===== config.mk =====
export PLATFORM = sky130hd
export DESIGN_NAME = conversor_adc
export DESIGN_NICKNAME = d
export VERILOG_FILES = /design/src/rtl/conversor_adc_pkg.sv /design/src/rtl/conversor_adc_generador_sck.sv /design/src/rtl/conversor_adc.sv
export SDC_FILE = /design/constraint.sdc
export NUM_CORES = 1
export LEC_CHECK = 0
export CAP_MARGIN = 20
export CORE_MARGIN = 2
export CORE_UTILIZATION = 40
export CTS_BUF_LIST = sky130_fd_sc_hd__clkbuf_2
export DETAILED_ROUTE_END_ITERATION = 8
export GPL_TIMING_DRIVEN = 0
export SETUP_SLACK_MARGIN = 0.2
export SLEW_MARGIN = 30
export SYNTH_ARGS = -nofsm -noshare
export SYNTH_HDL_FRONTEND = slang
export SYNTH_HIERARCHICAL = 1
export SYNTH_SLANG_ARGS = --single-unit

===== constraint.sdc =====
create_clock -name clock -period 6.6 [get_ports clock]
set_input_delay 0.66 -clock clock [delete_from_list [all_inputs] [get_ports clock]]
set_output_delay 0.66 -clock clock [all_outputs]
set_load 0.005 [all_outputs]

===== src/rtl/conversor_adc_pkg.sv =====
// conversor_adc_pkg: state encoding, frame geometry and helpers shared by the
// ADC capture stage and its SCK generator.
package conversor_adc_pkg;

  typedef enum logic [1:0] {
    AMP_CFG = 2'd0,
    CONV    = 2'd1,
    READ    = 2'd2,
    PUBLISH = 2'd3
  } estado_t;

  localparam int BITS_TRAMA    = 34;
  localparam int INICIO_CANAL0 = 2;
  localparam int INICIO_CANAL1 = 18;
  localparam int BITS_MUESTRA  = 14;
  localparam int BITS_SALIDA   = 12;
  localparam int BITS_GANANCIA = 8;

  // Wide enough for the 34-bit frame index.
  localparam int BITS_CNT = 6;

  localparam logic [BITS_GANANCIA-1:0] GANANCIA_DEF = 8'h11;

  // The DAC block expects its sample with the sign in bit 0.
  function automatic logic [BITS_SALIDA-1:0] invertir_bits(input logic [BITS_SALIDA-1:0] v);
    logic [BITS_SALIDA-1:0] r;
    r = '0;
    for (int i = 0; i < BITS_SALIDA; i++) r[i] = v[BITS_SALIDA-1-i];
    return r;
  endfunction

endpackage


===== src/rtl/conversor_adc_generador_sck.sv =====
// generador_sck: SCK phase flag, registered SCK, rise/fall tick strobes and
// bit counter. One bit = two enabled ticks; the counter advances on the fall.
module generador_sck
  import conversor_adc_pkg::*;
(
  input  logic                clock,
  input  logic                reset_n,
  input  logic                clear,
  input  logic                enable,
  output logic                sck,
  output logic                subida,
  output logic                bajada,
  output logic [BITS_CNT-1:0] bit_cnt
);

  logic                fase_q, fase_d;
  logic                sck_q, sck_d;
  logic [BITS_CNT-1:0] cnt_q, cnt_d;

  // Clear has priority so the FSM can end a bit and restart in one tick.
  always_comb begin
    fase_d = fase_q;
    sck_d  = sck_q;
    cnt_d  = cnt_q;
    if (clear) begin
      fase_d = 1'b0;
      sck_d  = 1'b0;
      cnt_d  = '0;
    end else if (enable) begin
      fase_d = ~fase_q;
      sck_d  = ~fase_q;
      if (fase_q) cnt_d = cnt_q + 1'b1;
    end
  end

  // Phase, SCK and bit counter registers.
  always_ff @(posedge clock or negedge reset_n) begin
    if (!reset_n) begin
      fase_q <= 1'b0;
      sck_q  <= 1'b0;
      cnt_q  <= '0;
    end else begin
      fase_q <= fase_d;
      sck_q  <= sck_d;
      cnt_q  <= cnt_d;
    end
  end

  assign subida  = enable & ~fase_q;
  assign bajada  = enable & fase_q;
  assign sck     = sck_q;
  assign bit_cnt = cnt_q;

endmodule


===== src/rtl/conversor_adc.sv =====
// conversor_adc: programs the preamp gain once after reset, then runs
// continuous conversions on the dual-channel ADC and publishes one 12-bit
// sample (sign in bit 0) per frame with a one-clock dato_valido strobe.
// Build option ADC_REDONDEO_EN: round half up with positive saturation
// instead of truncating the two LSBs.
//
// state   | meaning
// AMP_CFG | shift GANANCIA into the preamp, amp_cs low (once after reset)
// CONV    | ad_conv high for one bit period, SCK idle low
// READ    | 34 SCK cycles, selected channel shifted in on SCK rise
// PUBLISH | reduce sample, update datos, pulse dato_valido
module conversor_adc
  import conversor_adc_pkg::*;
#(
  parameter logic [BITS_GANANCIA-1:0] GANANCIA = GANANCIA_DEF,
  parameter int                       CANAL    = 0
) (
  input  logic                   clock,
  input  logic                   reset_n,
  input  logic                   clock_enable,
  input  logic                   spi_miso,
  output logic                   spi_mosi,
  output logic                   spi_sck,
  output logic                   amp_cs,
  output logic                   amp_shdn,
  output logic                   ad_conv,
  output logic [BITS_SALIDA-1:0] datos,
  output logic                   dato_valido
);

  localparam logic [BITS_CNT-1:0] INICIO =
    (CANAL == 0) ? BITS_CNT'(INICIO_CANAL0) : BITS_CNT'(INICIO_CANAL1);
  localparam logic [BITS_CNT-1:0] FIN        = INICIO + BITS_CNT'(BITS_MUESTRA);
  localparam logic [BITS_CNT-1:0] ULTIMO_BIT = BITS_CNT'(BITS_TRAMA - 1);
  localparam logic [BITS_CNT-1:0] N_GAN      = BITS_CNT'(BITS_GANANCIA);

  estado_t                    estado_q, estado_d;
  logic                       cs_q, cs_d;
  logic                       mosi_q, mosi_d;
  logic                       conv_q, conv_d;
  logic                       conv_fase_q, conv_fase_d;
  logic                       dv_q, dv_d;
  logic [BITS_SALIDA-1:0]     datos_q, datos_d;
  logic [BITS_MUESTRA-1:0]    muestra_q, muestra_d;
  logic [BITS_SALIDA-1:0]     muestra_red;

  logic                       gen_en, gen_clear, subida, bajada, cfg_activo, en_ventana;
  logic [BITS_CNT-1:0]        bit_cnt;
  logic [2:0]                 idx_mosi;

  generador_sck u_sck (
    .clock   (clock),
    .reset_n (reset_n),
    .clear   (gen_clear),
    .enable  (gen_en),
    .sck     (spi_sck),
    .subida  (subida),
    .bajada  (bajada),
    .bit_cnt (bit_cnt)
  );

  assign cfg_activo = (estado_q == AMP_CFG) && (bit_cnt < N_GAN);
  assign gen_en     = clock_enable && (cfg_activo || (estado_q == READ));
  assign gen_clear  = clock_enable &&
                      (((estado_q == AMP_CFG) && !cfg_activo) ||
                       ((estado_q == READ) && bajada && (bit_cnt == ULTIMO_BIT)));
  assign en_ventana = (bit_cnt >= INICIO) && (bit_cnt < FIN);
  // Next gain bit, loaded on the SCK fall so it is stable before the rise.
  assign idx_mosi   = 3'(BITS_GANANCIA - 2) - bit_cnt[2:0];

`ifdef ADC_REDONDEO_EN
  logic [BITS_SALIDA-1:0] suma;
  assign suma = muestra_q[BITS_MUESTRA-1:2] + BITS_SALIDA'(muestra_q[1]);
  // Only a positive sample can wrap into the sign bit.
  assign muestra_red = (!muestra_q[BITS_MUESTRA-1] && suma[BITS_SALIDA-1]) ? 12'h7FF : suma;
`else
  assign muestra_red = muestra_q[BITS_MUESTRA-1:2];
`endif

  // Next-state and output logic; everything advances only on clock_enable.
  always_comb begin
    estado_d    = estado_q;
    cs_d        = cs_q;
    mosi_d      = mosi_q;
    conv_d      = conv_q;
    conv_fase_d = conv_fase_q;
    datos_d     = datos_q;
    muestra_d   = muestra_q;
    dv_d        = 1'b0;
    case (estado_q)
      AMP_CFG: begin
        if (clock_enable) begin
          if (!cfg_activo) begin
            cs_d        = 1'b1;
            mosi_d      = 1'b0;
            conv_d      = 1'b1;
            conv_fase_d = 1'b0;
            estado_d    = CONV;
          end else begin
            cs_d = 1'b0;
            if (subida && (bit_cnt == '0))
              mosi_d = GANANCIA[BITS_GANANCIA-1];
            else if (bajada && (bit_cnt < N_GAN - 1'b1))
              mosi_d = GANANCIA[idx_mosi];
          end
        end
      end
      CONV: begin
        if (clock_enable) begin
          if (!conv_fase_q) begin
            conv_fase_d = 1'b1;
          end else begin
            conv_fase_d = 1'b0;
            conv_d      = 1'b0;
            estado_d    = READ;
          end
        end
      end
      READ: begin
        if (subida && en_ventana)
          muestra_d = {muestra_q[BITS_MUESTRA-2:0], spi_miso};
        if (bajada && (bit_cnt == ULTIMO_BIT))
          estado_d = PUBLISH;
      end
      PUBLISH: begin
        if (clock_enable) begin
          datos_d     = invertir_bits(muestra_red);
          dv_d        = 1'b1;
          conv_d      = 1'b1;
          conv_fase_d = 1'b0;
          estado_d    = CONV;
        end
      end
      default: estado_d = AMP_CFG;
    endcase
  end

  // State and output registers.
  always_ff @(posedge clock or negedge reset_n) begin
    if (!reset_n) begin
      estado_q    <= AMP_CFG;
      cs_q        <= 1'b1;
      mosi_q      <= 1'b0;
      conv_q      <= 1'b0;
      conv_fase_q <= 1'b0;
      dv_q        <= 1'b0;
      datos_q     <= '0;
      muestra_q   <= '0;
    end else begin
      estado_q    <= estado_d;
      cs_q        <= cs_d;
      mosi_q      <= mosi_d;
      conv_q      <= conv_d;
      conv_fase_q <= conv_fase_d;
      dv_q        <= dv_d;
      datos_q     <= datos_d;
      muestra_q   <= muestra_d;
    end
  end

  assign spi_mosi    = mosi_q;
  assign amp_cs      = cs_q;
  assign amp_shdn    = 1'b0;
  assign ad_conv     = conv_q;
  assign datos       = datos_q;
  assign dato_valido = dv_q;

endmodule

==> key figures <==
Run status
  • Outcome: finished, final reports clean

Timing
  • Final Hold Vio Count: 0
  • RSZ-0062 raised after global routing: false
  • TNS Setup: 0 ns
  • Tightest Pin Transition: 0.5106 ns
  • Clk_skew: 0.01209 ns
  • Min Tclk post-route: 2.740 ns
  • Slew Limit Fails: 0
  • Final setup vio count: 0
  • Relative slew slack: 0.6589
  • Tcrit/Tclk final: 0.4151
  • F_max: 0.3650 GHz
  • Worst setup margin: 3.860 ns

Yosys
  • Syn avg cell area: 12.57 um^2
  • #FFs+latches synth: 40
  • Cell count after synthesis: 145
  • Area share of the largest cell type after synthesis: 0.5353
  • Largest area contributor in the netlist: dfrtp_1
  • Yosys warning count: 6
  • Register area share after synthesis: 0.5498
  • Ys async rst share: 1.000
  • Count of cell types in the netlist: 37
  • Top cells by count, synth: 39 x dfrtp_1, 27 x mux2_2, 9 x nand2_1
  • Area contributors post-synth: dfrtp_1 54%, mux2_2 17%, ha_1 4.1%
  • Ys flop type: dfrtp_1
  • Top-count cell post-synth: dfrtp_1
  • Post-synth EDFFs: 0
  • Syn Nets: 155
  • Mapped cell area: 1823 um^2

Run
  • Max-cap violation count: 0

Routing
  • Vias: 1,168
  • DRC: 0
  • WL final: 2.983 mm
  • Drt first pass iters: 4
  • Antenna Nets Post-Route: 0
  • Routed wire length per instance: 13.26 um
  • Vias per cell: 5.191
  • DRT iter0 DRCs: 31

Global route
  • Grt ovf: 0
  • Initial antenna violation count: 0
  • Vias in the first global route: 1,150
  • Global-route wire length before repair: 5.299 mm
  • Total Routing Usage GR: 0.1349
  • Pin count of the biggest net entering global routing: 24

Setup path
  • CP endpoint kind: flop
  • Worst reg2reg path depth: 9
  • WP data arrival: 3.02 ns
  • Crit path max fanout: 7
  • Critical Path Source Type: flop
  • Worst Path Required: 6.88 ns
  • Crit Path Class: flop to flop

Die
  • Die W: 71.51 um
  • Die Height: 71.51 um
  • Initial Util: 0.4158
  • Die ar.: 5114 um^2
  • IO Pins: 22
  • Site row count: 24
  • Core area: 4384 um^2

Finish
  • Area Growth Syn to Fin: 17.64%
  • Final core utilization: 0.4892
  • Non-Filler Instances: 225
  • Share of layout cells above drive strength 1: 0.2890
  • ANT cells: 0
  • Final #Nets: 182

Placement
  • IO buf count: 19
  • Placed instance count: 217
  • HPWL after detailed placement: 2.180 mm
  • Placer Congestion: 0.7421
  • Place WS: 3.886 ns

Clocking
  • Clock slew at the register clock pins of the worst setup and hold paths: 0.19 ns
  • H-tree levels: 2
  • CTS tree: done
  • Setup bufs post-CTS: 0
  • Worst-skew pair later-pin latency: 0.39 ns
  • Clock Path Buffers: 2
  • CTS hold repair buffers: 0
  • CTS resizes: 0
  • Clk sinks: 40
  • Root Buffer: clkbuf_2
  • Number of CTS-inserted buffers: 5

Power
  • Leak: 1.032 nW
  • VDD IR max: 0.0001258 V
  • Pwr per Cell Area: 310.6 nW/um^2

Min path
  • Hold Crit Class: primary input to async pin
## path summary, 6_finish.rpt
kind	from	end	slack [ns]
setup / recovery	u_sck/bit_cnt[4]	u_sck/sck	3.86
setup reg to reg	u_sck/bit_cnt[4]	u_sck/sck	3.86
min in group clock	amp_cs	amp_cs	0.50
hold / removal	reset_n	spi_mosi	0.18
hold reg to reg	amp_cs	amp_cs	0.50
max in group asynchronous	reset_n	muestra_q[12]	5.96
## where the power goes
part           switching, mW  leakage [nW]  internal (mW)
registers             0.0431         0.534          0.283
logic                  0.116         0.465          0.117
clock network         0.0772        0.0332         0.0302
## layout by cell type (no fill, tap or decap), types with 5 or more instances in the layout
cell	instances
inv_1	5
nand2_1	9
clkdlybuf4s50_1	18
clkbuf_2	7
o21ai_0	6
nor2_1	6
a21oi_1	5
dfrtp_1	39
ha_1	6
mux2_2	27
## cells by family (layout without fill, tap and decap cells)
group / after synthesis / after routing / synth area share
DFF: 40 / 40 / 0.5498
and+or+nand+nor: 38 / 38 / 0.1215
muxes: 29 / 29 / 0.1805
AOI/OAI and AO/OA: 19 / 19 / 0.06658
buffers and inverters: 9 / 37 / 0.02402
adders and majority gates: 6 / 6 / 0.04118
xor gates and xnor gates: 3 / 3 / 0.01442
other: 1 / 1 / 0.002057
## stage by stage
step                instance area, um^2  hold slack, ns  power, mW
floorplan                          1823          0.3644     0.4956
finish                             2145          0.1755     0.6662
global route                       2145          0.1224     0.7228
global placement                   2078          0.4682     0.5542
detailed placement                 2101          0.4790     0.5646
CTS                                2145          0.1512     0.6761
## critical path, stage by stage (launching register included)
cell and delay (ns):
dfrtp_1 0.48, nor3_1 0.38, a21oi_1 0.13, nor2b_1 0.36, and2_0 0.35, nand4b_1 0.19, nor2_1 0.13, a22oi_1 0.08
nor2b_1 0.44, nor2_1 0.10
## layer usage
metal | track usage | wire length [um] | vias up
li1 | - | - | 563
met1 | 0.1758 | 1392 | 585
met2 | 0.2027 | 1434 | 15
met3 | 0.04641 | 91 | 5
met4 | 0.06289 | 64 | 0
met5 | 0 | 0 | -
## flip-flops by register name, summed over array words and instances (netlist names)
signal         count
muestra_q         14
datos             12
u_sck/bit_cnt      6
estado_q           2
ad_conv            1
amp_cs             1
conv_fase_q        1
dato_valido        1
spi_mosi           1
u_sck/sck          1
## layout make-up
class / count / area (um^2)
clock inverters: 1 / 8.758
flip-flops and latches: 40 / 1002
plain buffers: 4 / 25.02
clock buffers: 7 / 35.03
repair buffers: 20 / 212.7
well taps: 52 / 65.06
inverters: 5 / 18.77
fillers: 418 / 2240
multi-input cells: 96 / 777.0
Note: power is estimated with default switching activity, not from simulation.
